<file path="config.mk">
export PLATFORM = sky130hd
export DESIGN_NAME = ins_fetch
export DESIGN_NICKNAME = d
export VERILOG_FILES = /design/src/rtl/ins_fetch_pkg.sv /design/src/rtl/fetch_queue.sv /design/src/rtl/ins_fetch.sv
export SDC_FILE = /design/constraint.sdc
export NUM_CORES = 1
export LEC_CHECK = 0
export ABC_AREA = 1
export BUFFER_PORTS_ARGS = -buffer_cell sky130_fd_sc_hd__buf_2
export CAP_MARGIN = 5
export CORE_ASPECT_RATIO = 1.1
export CORE_MARGIN = 10
export CORE_UTILIZATION = 56
export CTS_CLUSTER_SIZE = 28
export DETAILED_ROUTE_END_ITERATION = 10
export PLACE_DENSITY = 0.83
export SYNTH_ARGS = -nofsm -noshare
export SYNTH_HDL_FRONTEND = slang
export SYNTH_SLANG_ARGS = --single-unit
export TNS_END_PERCENT = 1
</file>
<file path="constraint.sdc">
create_clock -name CLK -period 5.55 [get_ports CLK]
set_input_delay 0.2775 -clock CLK [delete_from_list [all_inputs] [get_ports CLK]]
set_output_delay 0.2775 -clock CLK [all_outputs]
set_load 0.02 [all_outputs]
</file>
<file path="src/rtl/ins_fetch_pkg.sv">
// Shared constants and helpers for the instruction fetch unit.
package ins_fetch_pkg;

    // Width of one instruction word.
    localparam int INS_W = 32;

    // Fetch address used after reset.
    localparam logic [31:0] FETCH_RESET_PC = 32'h0000_0000;

    // Queue entries and maximum number of in-flight fetches.
    localparam int FETCH_DEPTH = 4;

    // Clear the byte-offset bits so the address is word aligned.
    function automatic logic [31:0] word_align(input logic [31:0] addr);
        return addr & 32'hFFFF_FFFC;
    endfunction

endpackage

</file>
<file path="src/rtl/fetch_queue.sv">
// Circular buffer of fetched instructions. Entries are allocated at tail when a
// request is accepted, filled in order at fill when the response returns, and
// retired from head when decode consumes them. Flush empties everything.
module fetch_queue
    import ins_fetch_pkg::*;
#(
    parameter int DEPTH = FETCH_DEPTH
) (
    input  logic                   clk_i,
    input  logic                   rst_i,
    input  logic                   alloc_i,
    input  logic [31:0]            pc_in_i,
    input  logic                   fill_i,
    input  logic [INS_W-1:0]       data_in_i,
    input  logic                   pop_i,
    input  logic                   flush_i,
    output logic [$clog2(DEPTH):0] occupancy_o,
    output logic [$clog2(DEPTH):0] pending_o,
    output logic                   head_filled_o,
    output logic [31:0]            head_pc_o,
    output logic [INS_W-1:0]       head_data_o
);

    localparam int AW = $clog2(DEPTH);
    localparam int PW = AW + 1;
    localparam logic [PW-1:0] PTR_ONE = PW'(1);

    logic [PW-1:0]    head_q, head_d;
    logic [PW-1:0]    fill_q, fill_d;
    logic [PW-1:0]    tail_q, tail_d;
    logic [31:0]      pc_mem_q   [DEPTH];
    logic [INS_W-1:0] data_mem_q [DEPTH];

    // Next-state pointer arithmetic; a flush overrides every other event.
    always_comb begin
        head_d = head_q;
        fill_d = fill_q;
        tail_d = tail_q;
        if (flush_i) begin
            head_d = {PW{1'b0}};
            fill_d = {PW{1'b0}};
            tail_d = {PW{1'b0}};
        end else begin
            if (alloc_i) begin
                tail_d = tail_q + PTR_ONE;
            end else begin
                tail_d = tail_q;
            end
            if (fill_i) begin
                fill_d = fill_q + PTR_ONE;
            end else begin
                fill_d = fill_q;
            end
            if (pop_i) begin
                head_d = head_q + PTR_ONE;
            end else begin
                head_d = head_q;
            end
        end
    end

    // Pointer registers.
    always_ff @(posedge clk_i) begin
        if (rst_i) begin
            head_q <= {PW{1'b0}};
            fill_q <= {PW{1'b0}};
            tail_q <= {PW{1'b0}};
        end else begin
            head_q <= head_d;
            fill_q <= fill_d;
            tail_q <= tail_d;
        end
    end

    // Entry storage: PC written on allocation, data written on fill.
    always_ff @(posedge clk_i) begin
        if (rst_i) begin
            for (int i = 0; i < DEPTH; i++) begin
                pc_mem_q[i]   <= 32'h0000_0000;
                data_mem_q[i] <= {INS_W{1'b0}};
            end
        end else if (!flush_i) begin
            if (alloc_i) begin
                pc_mem_q[tail_q[AW-1:0]] <= pc_in_i;
            end
            if (fill_i) begin
                data_mem_q[fill_q[AW-1:0]] <= data_in_i;
            end
        end
    end

    assign occupancy_o   = tail_q - head_q;
    assign pending_o     = tail_q - fill_q;
    assign head_filled_o = (head_q != fill_q);
    assign head_pc_o     = pc_mem_q[head_q[AW-1:0]];
    assign head_data_o   = data_mem_q[head_q[AW-1:0]];

endmodule

</file>
<file path="src/rtl/ins_fetch.sv">
// Instruction fetch unit: issues sequential word fetches under a credit limit,
// queues in-order responses and hands them to decode over valid/ready. A
// redirect flushes the queue and arranges for stale responses to be dropped.
module ins_fetch
    import ins_fetch_pkg::*;
#(
    parameter logic [31:0] RESET_PC = FETCH_RESET_PC,
    parameter int          DEPTH    = FETCH_DEPTH
) (
    input  logic             CLK,
    input  logic             RST,
    output logic             IMEM_REQ,
    output logic [31:0]      IMEM_ADDR,
    input  logic             IMEM_RDY,
    input  logic             IMEM_RVALID,
    input  logic [INS_W-1:0] IMEM_RDATA,
    output logic [INS_W-1:0] INS,
    output logic [31:0]      INS_PC,
    output logic             INS_VALID,
    input  logic             INS_READY,
    input  logic             REDIRECT,
    input  logic [31:0]      REDIRECT_PC
);

    localparam int PW = $clog2(DEPTH) + 1;
    localparam logic [PW-1:0] CNT_ONE = PW'(1);
    localparam logic [PW:0]   DEPTH_W = DEPTH[PW:0];

    logic [31:0]      pc_q, pc_d;
    logic [PW-1:0]    drop_q, drop_d;

    logic [PW-1:0]    occ_s;
    logic [PW-1:0]    pend_s;
    logic             head_filled_s;
    logic [31:0]      head_pc_s;
    logic [INS_W-1:0] head_data_s;
    logic [PW:0]      credit_used_s;
    logic             req_s;
    logic             xfer_s;
    logic             outstanding_s;
    logic             drop_rsp_s;
    logic             fill_s;
    logic             valid_s;
    logic             pop_s;

    fetch_queue #(
        .DEPTH (DEPTH)
    ) u_queue (
        .clk_i         (CLK),
        .rst_i         (RST),
        .alloc_i       (xfer_s),
        .pc_in_i       (pc_q),
        .fill_i        (fill_s),
        .data_in_i     (IMEM_RDATA),
        .pop_i         (pop_s),
        .flush_i       (REDIRECT),
        .occupancy_o   (occ_s),
        .pending_o     (pend_s),
        .head_filled_o (head_filled_s),
        .head_pc_o     (head_pc_s),
        .head_data_o   (head_data_s)
    );

    // Issue credit, response steering and decode handshake. Queued entries plus
    // responses still to be discarded may never exceed the queue depth, which
    // also bounds the number of requests outstanding at the memory.
    always_comb begin
        credit_used_s = {1'b0, occ_s} + {1'b0, drop_q};
        req_s         = !RST && !REDIRECT && (credit_used_s < DEPTH_W);
        xfer_s        = req_s && IMEM_RDY;
        outstanding_s = (drop_q != {PW{1'b0}}) || (pend_s != {PW{1'b0}});
        drop_rsp_s    = IMEM_RVALID && (drop_q != {PW{1'b0}});
        fill_s        = IMEM_RVALID && !REDIRECT && (drop_q == {PW{1'b0}})
                        && (pend_s != {PW{1'b0}});
        valid_s       = head_filled_s && !REDIRECT;
        pop_s         = valid_s && INS_READY;
    end

    // Next PC and drop count. On a redirect every request not yet answered
    // becomes stale, less the one whose response lands in this same cycle.
    always_comb begin
        pc_d   = pc_q;
        drop_d = drop_q;
        if (REDIRECT) begin
            pc_d = word_align(REDIRECT_PC);
            if (IMEM_RVALID && outstanding_s) begin
                drop_d = drop_q + pend_s - CNT_ONE;
            end else begin
                drop_d = drop_q + pend_s;
            end
        end else begin
            if (xfer_s) begin
                pc_d = pc_q + 32'd4;
            end else begin
                pc_d = pc_q;
            end
            if (drop_rsp_s) begin
                drop_d = drop_q - CNT_ONE;
            end else begin
                drop_d = drop_q;
            end
        end
    end

    // PC and drop-counter registers.
    always_ff @(posedge CLK) begin
        if (RST) begin
            pc_q   <= RESET_PC;
            drop_q <= {PW{1'b0}};
        end else begin
            pc_q   <= pc_d;
            drop_q <= drop_d;
        end
    end

    assign IMEM_REQ  = req_s;
    assign IMEM_ADDR = pc_q;
    assign INS_VALID = valid_s;
    assign INS       = valid_s ? head_data_s : {INS_W{1'b0}};
    assign INS_PC    = valid_s ? head_pc_s : 32'h0000_0000;

endmodule

</file>
==> impl_metrics.env <==
export IMPL_firstDrtPassIters=6
export IMPL_crit_fanout=31
export IMPL_yosysSeqAreaShare_pct=58.8
export IMPL_yosysWarnings=0
export IMPL_postCtsSetupRepairBufs=0
export IMPL_ant_nets=0
export IMPL_synthArstFlopShare_pct=0
export IMPL_synth_area_leaders="edfxtp_1 53%, nor2_1 13%, dfxtp_1 6.2%"
export IMPL_end_kind="register"
export IMPL_drtIter0Drc=1229
export IMPL_critPathMaxStageDelay_ns=0.64
export IMPL_wl_met2_um=18800
export IMPL_timing_critical_path_buf_inv=4
export IMPL_nNetsFinal=1792
export IMPL_num_io_pins=168
export IMPL_overflow=0
export IMPL_crit_chain="inv_1 > ha_1 > inv_1 > fa_1 > xnor2_1 > xor2_1 > ha_1 > nor3_4 > nand2_2 > nor2_1 > nand2_1 > buf_4 > nand2_1 > buf_4"
export IMPL_synth_cell_type_count=40
export IMPL_final_hold_viol_count=0
export IMPL_die_w_um=172
export IMPL_synth_most_common_cell="nor2_1"
export IMPL_portBuffers=161
export IMPL_wl_um=37700
export IMPL_detailed_place_area_sq_um=15100
export IMPL_drive_gt1_share_pct=15.6
export IMPL_ir_drop_uv=246
export IMPL_clkTransAtPathRegs_ns=0.06
export IMPL_wl_met1_um=14500
export IMPL_power_leakage_nw=6.51
export IMPL_start_kind="register"
export IMPL_cpMaxStageDelayCell="nand2_1"
export IMPL_drc=0
export IMPL_cts_sinks=292
export IMPL_setup_viol=0
export IMPL_pwr_density_cell_nw_per_um2=306
export IMPL_cts_resized=0
export IMPL_synth_commonest_cells="495 x nor2_1, 248 x edfxtp_1, 158 x o21ai_0, 157 x nand2_1, 113 x inv_1"
export IMPL_cp_top_family="simple AND/OR/NAND/NOR gates"
export IMPL_n_antenna_cell=0
export IMPL_synth_ff_latch_count=292
export IMPL_finalCritPeriodShare_pct=77.1
export IMPL_drv_cap=0
export IMPL_slew_headroom_pct=21.6
export IMPL_start_util_pct=56.4
export IMPL_holdBufCountCts=0
export IMPL_synth_top_area_share_pct=52.6
export IMPL_design_die_area_sq_um=32100
export IMPL_tritoncts="yes"
export IMPL_cts_buffers_inserted=29
export IMPL_num_fill_cells=1944
export IMPL_synth_area_leader_cell="edfxtp_1"
export IMPL_track_usage_pct=22.9
export IMPL_vias=11600
export IMPL_synth_edf_count=248
export IMPL_synth_flop_cell="edfxtp_1"
export IMPL_worst_slew_pin_slew_ns=1.18
export IMPL_cp_data_arrival_time_ns=4.49
export IMPL_cts_buffer_depth=3
export IMPL_grt_antenna_before_repair=0
export IMPL_synth_avg_cell_area_sq_um=8.93
export IMPL_post_dp_hpwl_um=23400
export IMPL_syn_area_sq_um=14200
export IMPL_gp_congestion=0.915
export IMPL_insertion_delay_ns=0.54
export IMPL_coreArea_sq_um=25100
export IMPL_setup_tns_ns=0
export IMPL_fin_crit_ns=4.28
export IMPL_die_y_um=187
export IMPL_stdcell_area_sq_um=16100
export IMPL_outcome="finished clean"
export IMPL_wl_per_cell_um=18.4
export IMPL_fmax_mhz=234
export IMPL_std_cell_rows=61
export IMPL_critical_path_class="reg -> reg"
export IMPL_top_layer="met4"
export IMPL_rsz0062_at_grt="false"
export IMPL_h_tree_depth=1
export IMPL_cp_required_ns=5.77
export IMPL_hold_path_class="in -> reg"
export IMPL_first_global_vias=11500
export IMPL_postSynthCellCount=1587
export IMPL_clock_skew_ns=0.0106
export IMPL_syn2layout_area_growth_pct=13.6
export IMPL_fin_total_pwr_mw=4.92
export IMPL_grt_max_degree=69
export IMPL_grt_pass1_wl_um=59500
export IMPL_dr_wl_met3_um=3450
export IMPL_ctsRootBufferMaster="clkbuf_16"
export IMPL_report_final_slew_viol_count=0
export IMPL_viasPerCell=5.68
==> tightest hold or removal path: cells and delay by family <==
family | cells | cell delay, ns
AND/OR/NAND/NOR | 1 | 0.05
buffers and inverters | 1 | 0.09
AO/OA/AOI/OAI | 1 | 0.08
==> where the power goes <==
part / internal, mW / switching, mW / total (mW) / leakage [nW]
registers: 2.47 / 0.0473 / 2.52 / 2.92
clock network: 1.26 / 0.809 / 2.07 / 0.506
logic: 0.0917 / 0.239 / 0.331 / 3.08
total: 3.83 / 1.10 / 4.92 / 6.51
==> routing by layer <==
metal	track usage, %	up-vias
met1	29.2	5452
met4	7.26	0
met2	38.5	606
li1	-	5486
met5	0	-
met3	3.84	68
==> placed cells by master (no fill, tap or decap), types with 10 or more instances in the layout <==
cell | netlist | layout
nor2_1 | 495 | 495
edfxtp_1 | 248 | 248
buf_2 | 11 | 161
o21ai_0 | 158 | 157
nand2_1 | 157 | 156
inv_1 | 113 | 113
a21oi_1 | 94 | 94
nand3_1 | 48 | 48
nor3_1 | 48 | 48
dfxtp_1 | 44 | 42
clkbuf_16 | 0 | 29
buf_4 | 5 | 19
nor2_2 | 15 | 15
ha_1 | 12 | 12
xor2_1 | 10 | 10
==> registers in the layout, summed over array words and instances (netlist names), named ones only <==
name	count
IMEM_ADDR	30
u_queue.head_q	3
u_queue.tail_q	3
drop_q	3
u_queue.fill_q	3
u_queue.pc_mem_q	120
u_queue.data_mem_q	128
==> final timing paths <==
kind	start	to	slack, ns	depth (start not counted)
max	u_queue.tail_q[0]	u_queue.pc_mem_q[0][20]	1.27	14
min	REDIRECT_PC[20]	IMEM_ADDR[20]	0.02	3
max reg2reg	u_queue.tail_q[0]	u_queue.pc_mem_q[0][20]	1.27	14
min reg2reg	IMEM_ADDR[6]	IMEM_ADDR[6]	0.55	2
==> final cells by class <==
class | count | area, sq um | area share, %
Sequential cell | 292 | 8330 | 51.8
Clock inverter | 9 | 149 | 0.925
Timing Repair Buffer | 180 | 948 | 5.89
Multi-Input combinational cell | 1082 | 4930 | 30.7
Inverter | 122 | 458 | 2.85
Tap cell | 315 | 394 | 2.45
Clock buffer | 44 | 872 | 5.42
==> cells by family after synthesis <==
logic type,count (synthesis),share of synthesized area [%]
DFF,292,58.8
and+or+nand+nor,783,22.5
adders and majority gates,15,1.48
xor gates and xnor gates,15,0.927
AOI/OAI and AO/OA,265,9.50
buffers and inverters,216,6.73
other,1,0.0265
==> through the flow <==
step | utilization (%) | worst slack (ns) | instances | hold WS, ns
after floorplan | - | 0.453 | 1590 | 0.448
after global placement | 60.0 | 1.43 | 1991 | 0.505
after detailed placement | 60.0 | 1.34 | 1991 | 0.537
after CTS | 64.1 | 1.29 | 2044 | 0.0109
after global routing | 64.1 | 0.988 | 2044 | 0.0116
final | 64.1 | 1.27 | 2044 | 0.0195
Power figures use the tool's default switching activity.
